File: src/rtl/apb_req_arbiter.sv
// apb_req_arbiter: round-robin front end that funnels two command requesters into one APB master.
// Optional macro APB_ARB_TIMEOUT_EN aborts a transfer that sees no apb_done within 16 XFER cycles.
module apb_req_arbiter #(
    parameter int AW = 9,
    parameter int DW = 8
) (
    input  logic          pclk,
    input  logic          preset,
    input  logic          req0_valid,
    input  logic          req0_rw,
    input  logic [AW-1:0] req0_addr,
    input  logic [DW-1:0] req0_wdata,
    output logic          req0_ready,
    input  logic          req1_valid,
    input  logic          req1_rw,
    input  logic [AW-1:0] req1_addr,
    input  logic [DW-1:0] req1_wdata,
    output logic          req1_ready,
    output logic          rsp0_valid,
    output logic          rsp1_valid,
    output logic [DW-1:0] rsp_rdata,
    output logic          rsp_err,
    output logic          transfer,
    output logic          read_write,
    output logic [AW-1:0] apb_write_paddr,
    output logic [AW-1:0] apb_read_paddr,
    output logic [DW-1:0] apb_write_data,
    input  logic [DW-1:0] apb_read_data_out,
    input  logic          apb_done
);
    typedef enum logic [1:0] {IDLE, XFER, RESP} state_t;

    state_t        state;
    logic          ptr;
    logic          owner;
    logic          gnt0;
    logic          gnt1;
    logic          sel_rw;
    logic [AW-1:0] sel_addr;
    logic [DW-1:0] sel_wdata;
    logic          xfer_end;
    logic          xfer_err;

    // ptr names the requester that wins the next tie.
    always_comb begin
        gnt0      = (state == IDLE) && req0_valid && (!req1_valid || !ptr);
        gnt1      = (state == IDLE) && req1_valid && (!req0_valid || ptr);
        sel_rw    = gnt1 ? req1_rw    : req0_rw;
        sel_addr  = gnt1 ? req1_addr  : req0_addr;
        sel_wdata = gnt1 ? req1_wdata : req0_wdata;
    end

    assign req0_ready = gnt0;
    assign req1_ready = gnt1;

`ifdef APB_ARB_TIMEOUT_EN
    logic [3:0] tmo_cnt;
    logic       err_q;

    // apb_done on the final counted cycle still completes normally.
    assign xfer_err = (state == XFER) && !apb_done && (tmo_cnt == 4'd15);
    assign rsp_err  = err_q;

    always_ff @(posedge pclk) begin
        if (preset) begin
            tmo_cnt <= 4'd0;
            err_q   <= 1'b0;
        end else begin
            if (gnt0 || gnt1)
                tmo_cnt <= 4'd0;
            else if (state == XFER)
                tmo_cnt <= tmo_cnt + 4'd1;

            if (xfer_end)
                err_q <= xfer_err;
            else if (state == RESP)
                err_q <= 1'b0;
        end
    end
`else
    assign xfer_err = 1'b0;
    assign rsp_err  = 1'b0;
`endif

    assign xfer_end = (state == XFER) && (apb_done || xfer_err);

    always_ff @(posedge pclk) begin
        if (preset) begin
            state           <= IDLE;
            ptr             <= 1'b0;
            owner           <= 1'b0;
            transfer        <= 1'b0;
            read_write      <= 1'b0;
            apb_write_paddr <= '0;
            apb_read_paddr  <= '0;
            apb_write_data  <= '0;
            rsp0_valid      <= 1'b0;
            rsp1_valid      <= 1'b0;
            rsp_rdata       <= '0;
        end else begin
            rsp0_valid <= 1'b0;
            rsp1_valid <= 1'b0;
            case (state)
                IDLE: begin
                    if (gnt0 || gnt1) begin
                        state           <= XFER;
                        owner           <= gnt1;
                        ptr             <= gnt0;
                        transfer        <= 1'b1;
                        read_write      <= sel_rw;
                        apb_write_paddr <= sel_rw ? sel_addr  : '0;
                        apb_read_paddr  <= sel_rw ? '0        : sel_addr;
                        apb_write_data  <= sel_rw ? sel_wdata : '0;
                    end
                end
                XFER: begin
                    if (xfer_end) begin
                        state           <= RESP;
                        transfer        <= 1'b0;
                        read_write      <= 1'b0;
                        apb_write_paddr <= '0;
                        apb_read_paddr  <= '0;
                        apb_write_data  <= '0;
                        rsp0_valid      <= !owner;
                        rsp1_valid      <= owner;
                        // Writes and aborted transfers return zero data.
                        rsp_rdata       <= (apb_done && !read_write) ? apb_read_data_out : '0;
                    end
                end
                RESP:    state <= IDLE;
                default: state <= IDLE;
            endcase
        end
    end
endmodule

File: config.mk
export PLATFORM = sky130hd
export DESIGN_NAME = apb_req_arbiter
export DESIGN_NICKNAME = d
export VERILOG_FILES = /design/src/rtl/apb_req_arbiter.sv
export SDC_FILE = /design/constraint.sdc
export NUM_CORES = 1
export LEC_CHECK = 0
export BUFFER_PORTS_ARGS = -buffer_cell sky130_fd_sc_hd__buf_2
export CORE_ASPECT_RATIO = 1.5
export CORE_MARGIN = 1
export CORE_UTILIZATION = 45
export DETAILED_ROUTE_END_ITERATION = 12
export HOLD_SLACK_MARGIN = 0.15
export PLACE_DENSITY = 0.79
export SYNTH_ARGS = -nofsm -noshare
export SYNTH_HDL_FRONTEND = slang
export SYNTH_SLANG_ARGS = --single-unit
export TNS_END_PERCENT = 20
File: constraint.sdc
create_clock -name pclk -period 1.96 [get_ports pclk]
set_input_delay 0.196 -clock pclk [delete_from_list [all_inputs] [get_ports pclk]]
set_output_delay 0.196 -clock pclk [all_outputs]
set_load 0.02 [all_outputs]
; Yosys cells after proc, flatten, opt, wreduce, memory -nomap -nowiden
; Index checks and enable logic that the tools add are counted.
[word_totals]
regBits = 42
input_bits = 49
elab_cells = 60
[op_classes]
n_eq_ne = 3
n_mux = 23
bitwise_logic = 2
n_reduce_logical = 21
[op_table]
columns = op, count
row1 = $mux 9, 6
row2 = $mux 8, 5
row3 = $pmux 9 s2, 2
row4 = $pmux 8 s2, 1
row5 = $logic_and 1x1->1, 6
row6 = $reduce_and 2->1, 3
row7 = $logic_not 1->1, 5
row8 = $mux 1, 4
row9 = $mux 2, 2
row10 = $pmux 1 s2, 2
row11 = $pmux 2 s2, 1
row12 = $logic_or 1x1->1, 3
row13 = $reduce_and 3->1, 1
row14 = $reduce_or 3->1, 1
row15 = $eq 2x1->1 const B, 1
row16 = $logic_not 2->1, 1
row17 = $ne 2x1->1 const B, 1
row18 = $ne 2x2->1 const B, 1
row19 = $not 1->1, 2
row20 = $reduce_bool 2->1, 1

; Logic depth before layout (Yosys ltp)
; Gate-level depths: netlist (run 1).
[depth]
ltp_word = 7
depth_mapped = 8
ltp_nobuf = 5

; Least setup slack after synthesis (run 1)
; No wires, ideal clock.
[synth_path]
path_kind = reg2reg
from = register state[0]
to = register apb_write_data[7]
t_arrival_ns = 1.616
setup_slack_ns = 0.222
stages_incl_launch_ff = 7
n_path_buf = 2
period_less_slack_ns = 1.738
path_cell_list = dfxtp_1 nor2b_1 or3_1 buf_2 a221oi_4 buf_6 a211oi_1
[synth_between]
elab_chain_cells = 7
word_cells_on_any_way = 17
classes_between = eq/ne: 3 / mux: 5 / reduce/logical: 9
[synth_lines]
columns = element, line_no
row1 = start: declaration, 33  ; state_t state;
row2 = start signal: assignment, 89  ; state <= IDLE;
row3 = start signal: assignment, 106  ; state <= XFER;
row4 = start signal: assignment, 118  ; state <= RESP;
row5 = $logic_not 2->1, "46, 47, 103"
row6 = $logic_and 1x1->1 (2 in a row), 47  ; gnt1 = (state == IDLE) && req1_valid && (!req0_valid || ptr);
row7 = $mux 8 / $mux 1 (equally long branches), "50, 48"
row8 = $mux 8, 113  ; apb_write_data <= sel_rw ? sel_wdata : '0;
row9 = $mux 8, 105  ; if (gnt0 || gnt1) begin
row10 = $pmux 8 s2, 103  ; case (state)
row11 = end signal: assignment, 113
row12 = end: declaration, 27  ; output logic [DW-1:0] apb_write_data,
; Several ways; a longest one is shown, not always the timed one. The select of a mux whose other input is x is not followed.
; A chain may end at the register's enable or synchronous reset.

; Worst setup path in the final report (run 1)
[layout_path]
from = register state[1]
to = output port req1_ready
[layout_between]
elab_chain_cells = 3
[layout_lines]
columns = element, line_no
row1 = $logic_not 2->1, 47
row2 = $logic_and 1x1->1 (2 in a row), 47
row3 = end: declaration, 18  ; output logic req1_ready,
; Every way passes these cells.

==> flow_summary_export.csv, run 1 <==
group,metric,value,unit
die,core-area,3750,um^2
critical_path,arrival,1.63,ns
detailed_routing,drcViolationCount,0,
power,powerDensity,823.9,nW/um^2
synth,synth_top_family_by_area,"compound AO/OA/AOI/OAI gates",
cts,cts_made_buffers,5,
grt,grt_overflow,0,
sta,hold_viol,0,
synth,ys_seq_elements,42,
cts,clk_latency,0.30,ns
hold_path,holdCritPathClass,"primary input to register",
run_status,status,"completed",
grt,track_usage,25.77,%
synth,yosys-top-cells-count,"42 x dfxtp_1, 37 x nor2_1, 20 x a21oi_1, 20 x nand3_1, 19 x nand2_1",
detailed_routing,drtPass1Iterations,4,
cts,cts_tree,"built",
synth,synthTopCellsByArea,"dfxtp_1 47%, nor2_1 7.8%, a211oi_1 7.1%",
critical_path,r2r-start,"state[0]$_SDFFE_PP0P_",
sta,slew_viol_final,0,
finish,design_area,2562,um^2
critical_path,critPathKind,"register to output pin",
cts,cts_buffer_depth,2,
placed_design,dpl_cell_area,2288,um^2
hold_path,hp-start,"req0_addr[2]",
grt,antenna_found_initial,0,
die,start_util,47.65,%
sta,grt_setup_unrepaired,"no",
synth,synthSimpleGateAreaFrac,21.43,%
sta,fin_setup_tns,0,ns
cts,post_cts_buffers,0,
sta,post-route-period-util,93.06,%
synth,synth_fp_nets,260,
hold_path,holdPathStages,3,
hold_path,min_to,"apb_write_paddr[2]$_SDFFE_PP0P_",
cts,numClockSinks,42,
detailed_routing,drtIter0Drc,65,
synth,synth_cell_types,30,
die,dieArea,4232,um^2
die,num_rows,27,
sta,setup-violations-final,0,
placed_design,port_buffers,88,
synth,async_flop_share,0,%
synth,synth_area_per_cell,8.468,um^2
cts,cts.htree.levels,2,
cts,clk_pin_slew,0.07,ns
synth,synthXorXnorAreaFrac,0,%
finish,syn2layout_area_growth,43.42,%
finish,nFillCells,330,
critical_path,reg2reg_to,"apb_write_paddr[7]$_SDFFE_PP0P_",
synth,yosysWarnings,0,
placed_design,detailed_place_hpwl,3286,um
grt,grt_first_pass_wirelength,7928,um
synth,synth-main-ff-cell,"dfxtp_1",
synth,synth.most_common_cell,"dfxtp_1",
synth,yosys-mux-area-fraction,0.6303,%
finish,layout-drive-gt1-share,34.91,%
synth,synth_top_area_share,47.06,%
synth,synthAdderAreaFrac,0,%
finish,antennaDiodeCount,0,
power,ir_drop,0.6916,mV
power,leakagePower,1.256,nW
detailed_routing,wl,4937,um
critical_path,crit_required,1.76,ns
cts,cts_root_buf,"clkbuf_8",
detailed_routing,ant_nets,0,
critical_path,cp-end-kind,"output pin",
placed_design,place_congestion,0.7712,
synth,ys_seq_area_share,47.06,%
sta,period_needed,1.824,ns
synth,synth_cells,211,
critical_path,worstSetupStartpointType,"register",
detailed_routing,routedWlPerCell,13.68,um
die,die_w,53.45,um
critical_path,r2r_cells,5,
grt,grt_max_degree,37,
synth,netlist.top_cell.by_area,"dfxtp_1",
synth,synth-compound-area-share,24.58,%
critical_path,reg2reg_slack,0.26,ns
sta,fin_skew,0.008258,ns
sta,fmax,548.3,MHz
flow_run,drv_cap,0,
sta,relSlewSlack,60.51,%
detailed_routing,via_count,1923,
grt,grt_pass1_vias,1839,
die,fp.dieH,79.17,um
finish,final_nets,368,
synth,synth_edf_count,0,
critical_path,cp_max_fo,16,
sta,tightest_slew,0.5924,ns
synth,syn-cell-area,1787,um^2
detailed_routing,vias_per_cell,5.327,
die,pin_count,90,
## kinds of logic after synthesis
| logic type | after synthesis |
|---|---|
| and+or+nand+nor | 86 |
| AOI/OAI and AO/OA | 59 |
| DFF | 42 |
| buffers and inverters | 22 |
| muxes | 1 |
| other | 1 |
## layout by cell type (no fill, tap or decap)
cell / Yosys / final
a221oi_4: 1 / 1
a22o_1: 8 / 8
inv_1: 5 / 5
dlygate4sd3_1: 0 / 19
and2_1: 1 / 1
nor2b_1: 2 / 2
buf_12: 0 / 1
conb_1: 1 / 1
clkinv_2: 0 / 1
dfxtp_1: 42 / 42
a2111oi_2: 1 / 1
a211oi_1: 17 / 17
buf_4: 4 / 9
nor3_1: 1 / 1
o21ai_0: 1 / 1
nand3_1: 20 / 20
buf_2: 3 / 88
nand2_1: 19 / 19
o21bai_1: 1 / 1
a21oi_1: 20 / 20
nor2_1: 37 / 37
mux2_2: 1 / 1
or3_1: 1 / 1
nand2b_1: 1 / 1
nor3b_1: 1 / 1
a2111oi_0: 1 / 1
a311oi_1: 9 / 9
nand2_2: 1 / 1
clkbuf_8: 0 / 6
nor3b_2: 1 / 1
nor3_4: 0 / 1
## state kept, by name, indices dropped and copies added (netlist names)
| register | flops |
|---|---|
| rsp1_valid | 1 |
| transfer | 1 |
| apb_read_paddr | 9 |
| state | 2 |
| rsp0_valid | 1 |
| owner | 1 |
| read_write | 1 |
| rsp_rdata | 8 |
| apb_write_data | 8 |
| ptr | 1 |
| apb_write_paddr | 9 |
## routing by layer
metal | wire length (um) | GRT usage (%) | vias to the layer above
met3 | 294 | 6.322 | 10
li1 | - | - | 960
met2 | 2615 | 45.88 | 70
met5 | 0 | 0 | -
met4 | 94 | 11.58 | 0
met1 | 1933 | 27.14 | 883
## worst max-delay path by stage
stage | startpoint | to | cells after the start
floorplan | state[0]$_SDFFE_PP0P_ | apb_write_data[7]$_SDFFE_PP0P_ | 6
global placement | state[0]$_SDFFE_PP0P_ | apb_write_data[2]$_SDFFE_PP0P_ | 5
detailed placement | state[1]$_SDFFE_PP0P_ | apb_write_paddr[7]$_SDFFE_PP0P_ | 5
CTS | state[1]$_SDFFE_PP0P_ | req1_ready | 5
global route | state[1]$_SDFFE_PP0P_ | req1_ready | 5
finish | state[1]$_SDFFE_PP0P_ | req1_ready | 5
## stage by stage
stage | instances | power [W] | hold WS (ns) | utilization [%] | setup slack [ns]
2_1_floorplan | 211 | 0.001355 | 0.3162 | - | 0.2220
3_3_place_gp | 336 | 0.001550 | 0.4175 | 61.03 | 0.3202
3_5_place_dp | 336 | 0.001559 | 0.4157 | 61.03 | 0.2806
4_1_cts | 361 | 0.002128 | 0.1537 | 68.30 | 0.06709
5_1_grt | 361 | 0.002228 | 0.1602 | 68.34 | 0.02970
6_report | 361 | 0.002111 | 0.1583 | 68.34 | 0.1360
## area by class of cell
type / count / area [um^2] / area share (%)
Inverter: 6 / 23.77 / 0.9277
Clock buffer: 6 / 82.58 / 3.223
Sequential cell: 42 / 840.8 / 32.81
Timing Repair Buffer: 117 / 718.2 / 28.03
Multi-Input combinational cell: 147 / 843.3 / 32.91
Tap cell: 43 / 53.80 / 2.100
## power breakdown
part           switching [W]  total [W]  internal [W]
Combinational       0.000349   0.000586      0.000237
Clock               0.000270   0.000541      0.000271
Sequential         0.0000463   0.000984      0.000938
Total               0.000665    0.00211       0.00145
## worst max-delay path, stage by stage, from the launching register on
cell	delay [ns]
dfxtp_1	0.39
nor3b_2	0.29
nand2_2	0.10
clkinv_2	0.21
buf_12	0.18
buf_2	0.17
## repair_timing
action / in CTS / in global routing
endpoints found under the hold margin: 19 / 0
gates resized for setup: 0 / 1
endpoints found under the setup margin: 0 / 1
hold buffers: 19 / 0
(Power assumes the default switching activity.)
==> inputs of run 2 (changes only) <==
--- a/config.mk
+++ b/config.mk
@@ -8,10 +8,10 @@
 export BUFFER_PORTS_ARGS = -buffer_cell sky130_fd_sc_hd__buf_2
 export CORE_ASPECT_RATIO = 1.5
 export CORE_MARGIN = 1
-export CORE_UTILIZATION = 45
+export CORE_UTILIZATION = 48
 export DETAILED_ROUTE_END_ITERATION = 12
 export HOLD_SLACK_MARGIN = 0.15
-export PLACE_DENSITY = 0.79
+export PLACE_DENSITY = 0.84
 export SYNTH_ARGS = -nofsm -noshare
 export SYNTH_HDL_FRONTEND = slang
 export SYNTH_SLANG_ARGS = --single-unit
==> constraint.sdc (replaced) <==
create_clock -name pclk -period 2.2 [get_ports pclk]
set_input_delay 0.22 -clock pclk [delete_from_list [all_inputs] [get_ports pclk]]
set_output_delay 0.22 -clock pclk [all_outputs]
set_load 0.02 [all_outputs]
==> flow_summary_export.csv, run 2 (synthesis results as in run 1) <==
group,metric,value,unit
placed_design,detailed_place_hpwl,3348,um
cts,cts_resized,0,
sta,hold_viol,0,
detailed_routing,wl,4806,um
finish,layout_commonest_cell,"buf_2",
sta,tightest_slew,0.5968,ns
finish,mostFrequentLayoutCells,"88 x buf_2, 42 x dfxtp_1, 37 x nor2_1",
placed_design,port_buffers,88,
finish,finalNonFillerCells,349,
critical_path,critPathKind,"register to output pin",
detailed_routing,drcViolationCount,0,
critical_path,cp_max_fo,19,
critical_path,reg2reg_to,"apb_write_paddr[3]$_SDFFE_PP0P_",
power,leakagePower,1.201,nW
power,powerDensity,776.3,nW/um^2
grt,grt_pass1_vias,1816,
critical_path,r2r_cells,5,
hold_path,holdCritPathClass,"primary input to register",
finish,syn2layout_area_growth,36.27,%
finish,nFillCells,316,
sta,slew_viol_final,0,
detailed_routing,via_count,1916,
critical_path,cp-end-kind,"output pin",
sta,fin_skew,0.003372,ns
critical_path,r2r-start,"state[1]$_SDFFE_PP0P_",
detailed_routing,ant_nets,0,
grt,grt_first_pass_wirelength,7852,um
die,dieArea,3976,um^2
grt,grt_overflow,0,
run_status,status,"completed",
critical_path,worstSetupStartpointType,"register",
power,ir_drop,0.6447,mV
sta,post-route-period-util,90.90,%
cts,cts.htree.levels,2,
die,pin_count,90,
detailed_routing,routedWlPerCell,13.77,um
sta,fin_setup_tns,0,ns
cts,cts_made_buffers,5,
finish,layout-drive-gt1-share,36.16,%
detailed_routing,drtPass1Iterations,4,
placed_design,place_congestion,0.8117,
cts,cts_buffer_depth,2,
cts,cts_hold_buffers,7,
critical_path,crit_end,"req1_ready",
die,fp.dieH,76.73,um
grt,antenna_found_initial,0,
die,start_util,51.33,%
die,num_rows,26,
placed_design,pre_cts_ws,0.4227,ns
die,core-area,3481,um^2
cts,numClockSinks,42,
cts,clk_latency,0.29,ns
critical_path,arrival,1.78,ns
cts,cts_tree,"built",
sta,setup-violations-final,0,
detailed_routing,vias_per_cell,5.490,
die,die_w,51.82,um
critical_path,crit_required,1.98,ns
cts,post_cts_buffers,0,
critical_path,reg2reg_slack,0.42,ns
sta,grt_setup_unrepaired,"no",
detailed_routing,drtIter0Drc,57,
cts,clk_pin_slew,0.08,ns
critical_path,startpoint,"state[1]$_SDFFE_PP0P_",
finish,final_core_util,69.95,%
finish,final_nets,355,
sta,period_needed,2.000,ns
finish,reg_top3,"apb_read_paddr (9), apb_write_paddr (9)",
sta,worst_slack,0.2003,ns
finish,antennaDiodeCount,0,
sta,fmax,500.1,MHz
grt,grt_max_degree,27,
flow_run,drv_cap,0,
placed_design,dp_cells,333,
sta,relSlewSlack,60.21,%
cts,cts_root_buf,"clkbuf_8",
grt,track_usage,25.92,%
run 2: cell count changes in the layout (fill, tap and decap cells not counted):
cell           previous run  this run
inv_2                     0         1
dlygate4sd3_1            19         8
clkinvlp_4                0         1
buf_4                     9         8
buf_12                    1         0
run 2: worst min-delay path by stage:
| stage | from | to | slack (ns) | depth (start not counted) |
|---|---|---|---|---|
| finish | req0_wdata[1] | apb_write_data[1]$_SDFFE_PP0P_ | 0.16 | 3 |
| global route | req0_wdata[1] | apb_write_data[1]$_SDFFE_PP0P_ | 0.16 | 3 |
| CTS | apb_read_data_out[1] | rsp_rdata[1]$_SDFFE_PP0P_ | 0.15 | 2 |
| detailed placement | owner$_SDFFE_PP0P_ | rsp0_valid$_SDFF_PP0_ | 0.43 | 1 |
| global placement | owner$_SDFFE_PP0P_ | rsp0_valid$_SDFF_PP0_ | 0.42 | 1 |
| floorplan | apb_done | state[0]$_SDFFE_PP0P_ | 0.34 | 1 |
run 2: per-stage QoR:
stage	hold WS, ns	area [um^2]	total power (W)
finish	0.1628	2435	0.001890
global route	0.1571	2435	0.001991
CTS	0.1516	2425	0.001904
detailed placement	0.4317	2260	0.001383
global placement	0.4212	2260	0.001373
floorplan	0.3402	1787	0.001207
run 2: cell type report:
type | count | area (um^2) | share of cell area (%)
multi-input combinational | 147 | 843.3 | 34.64
timing repair buffer | 104 | 580.6 | 23.84
sequential | 42 | 840.8 | 34.53
clock inverter | 2 | 12.51 | 0.5139
inverter | 6 | 22.52 | 0.9250
tap | 42 | 52.55 | 2.158
clock buffer | 6 | 82.58 | 3.392
run 2: power breakdown:
group | switching [W] | internal, W
sequential | 0.0000406 | 0.000835
clock | 0.000261 | 0.000252
combinational | 0.000309 | 0.000192
run 2: critical path: stages (launching register included):
cell     delay, ns
dfxtp_1       0.40
nor3b_2       0.31
nand2_2       0.10
inv_2         0.19
buf_4         0.28
buf_2         0.21
run 2: routing by layer:
metal  up-vias  global-route usage (%)  part of all wire, %
li1        940                       -                    -
met1       900                   26.31                   38
met2        66                   48.44                   55
met3        10                   5.952                  4.5
met4         0                   10.00                  2.3
met5         -                       0                    0
==> inputs of run 3 (changes only) <==
--- a/config.mk
+++ b/config.mk
@@ -11,7 +11,7 @@
 export CORE_UTILIZATION = 48
 export DETAILED_ROUTE_END_ITERATION = 12
 export HOLD_SLACK_MARGIN = 0.15
-export PLACE_DENSITY = 0.84
+export PLACE_DENSITY = 0.91
 export SYNTH_ARGS = -nofsm -noshare
 export SYNTH_HDL_FRONTEND = slang
 export SYNTH_SLANG_ARGS = --single-unit
==> flow_summary_export.csv, run 3 (synthesis results as in run 1) <==
group,metric,value,unit
detailed_routing,drtIter0Drc,60,
sta,hold_viol,0,
power,powerDensity,781.4,nW/um^2
cts,cts_tree,"built",
die,die_w,51.82,um
cts,post_cts_buffers,0,
sta,setup-violations-final,0,
grt,grt_pass1_vias,1799,
cts,cts_root_buf,"clkbuf_8",
placed_design,detailed_place_hpwl,3423,um
detailed_routing,wl,4821,um
grt,grt_max_degree,27,
die,num_rows,26,
die,fp.dieH,76.73,um
detailed_routing,drcViolationCount,0,
sta,relSlewSlack,59.63,%
flow_run,drv_cap,0,
run_status,status,"completed",
cts,cts.htree.levels,2,
cts,cts_made_buffers,5,
sta,period_needed,2.025,ns
finish,syn2layout_area_growth,36.13,%
finish,nFillCells,291,
critical_path,crit_required,1.98,ns
finish,reg_top3,"apb_read_paddr (9), apb_write_paddr (9)",
cts,cts_hold_buffers,7,
grt,antenna_found_initial,0,
detailed_routing,via_count,1918,
grt,track_usage,25.48,%
critical_path,cp-end-kind,"output pin",
sta,grt_setup_unrepaired,"no",
cts,cts_resized,0,
hold_path,holdCritPathClass,"primary input to register",
critical_path,cp_max_fo,18,
cts,clk_pin_slew,0.08,ns
detailed_routing,routedWlPerCell,13.81,um
finish,antennaDiodeCount,0,
sta,tightest_slew,0.6055,ns
finish,final_nets,355,
placed_design,place_congestion,0.8091,
die,core-area,3481,um^2
sta,fin_skew,0.009843,ns
grt,grt_first_pass_wirelength,7693,um
die,dieArea,3976,um^2
sta,slew_viol_final,0,
placed_design,port_buffers,88,
sta,fin_setup_tns,0,ns
detailed_routing,drtPass1Iterations,4,
detailed_routing,vias_per_cell,5.496,
grt,grt_overflow,0,
critical_path,worstSetupStartpointType,"register",
power,leakagePower,1.201,nW
sta,fmax,493.7,MHz
finish,layout_commonest_cell,"buf_2",
die,start_util,51.33,%
finish,layout-drive-gt1-share,36.48,%
placed_design,pre_cts_ws,0.4266,ns
cts,numClockSinks,42,
sta,worst_slack,0.1745,ns
finish,mostFrequentLayoutCells,"88 x buf_2, 42 x dfxtp_1, 37 x nor2_1",
power,ir_drop,0.5988,mV
critical_path,arrival,1.81,ns
die,pin_count,90,
cts,cts_buffer_depth,2,
sta,post-route-period-util,92.07,%
detailed_routing,ant_nets,0,
cts,clk_latency,0.30,ns
critical_path,critPathKind,"register to output pin",
## run 3: cell types whose count changed in the layout (fill, tap and decap cells not counted), sizes merged
| cell | delta |
|---|---|
| buf | +1 |
| dlygate4sd3 | -1 |
## run 3: report_power, final
group / total [W] / switching (W) / internal (W)
Sequential: 0.000876 / 0.0000410 / 0.000835
Clock: 0.000520 / 0.000267 / 0.000252
Combinational: 0.000505 / 0.000311 / 0.000194
## run 3: metal layers
layer | track usage, % | part of all wire [%] | vias to the layer above
met2 | 44.81 | 54 | 83
met5 | 0 | 0 | -
li1 | - | - | 937
met1 | 27.46 | 36 | 881
met3 | 5.952 | 6.3 | 17
met4 | 12.16 | 2.8 | 0
## run 3: critical path, cell delays in order (launching register included)
cell and delay, ns:
dfxtp_1 0.40, nor3b_2 0.29, nand2_2 0.09, inv_2 0.28, buf_4 0.25, buf_2 0.18
## run 3: final cells by class
| cell class | count | area [um^2] | share of cell area, % |
|---|---|---|---|
| Clock buffer | 6 | 82.58 | 3.395 |
| Tap cell | 42 | 52.55 | 2.160 |
| Inverter | 6 | 22.52 | 0.9259 |
| Clock inverter | 2 | 12.51 | 0.5144 |
| Sequential cell | 42 | 840.8 | 34.57 |
| Multi-Input combinational cell | 147 | 843.3 | 34.67 |
| Timing Repair Buffer | 104 | 578.1 | 23.77 |
## run 3: path summary, 6_finish.rpt
kind / start / to / slack, ns / cells past startpoint
max: state[1]$_SDFFE_PP0P_ / req1_ready / 0.17 / 5
min reg2reg: owner$_SDFFE_PP0P_ / rsp0_valid$_SDFF_PP0_ / 0.43 / 1
min: apb_read_data_out[2] / rsp_rdata[2]$_SDFFE_PP0P_ / 0.16 / 2
max reg2reg: state[0]$_SDFFE_PP0P_ / rsp_rdata[2]$_SDFFE_PP0P_ / 0.40 / 4
## run 3: per-stage QoR
step | instance area, um^2 | cells | hold slack (ns) | util [%] | power (W)
finish | 2432 | 349 | 0.1582 | 69.88 | 0.001901
CTS | 2432 | 349 | 0.1563 | 69.88 | 0.001913
floorplan | 1787 | 211 | 0.3402 | - | 0.001207
global route | 2432 | 349 | 0.1597 | 69.88 | 0.001995
global placement | 2267 | 334 | 0.4217 | 65.13 | 0.001374
detailed placement | 2267 | 334 | 0.4248 | 65.13 | 0.001387
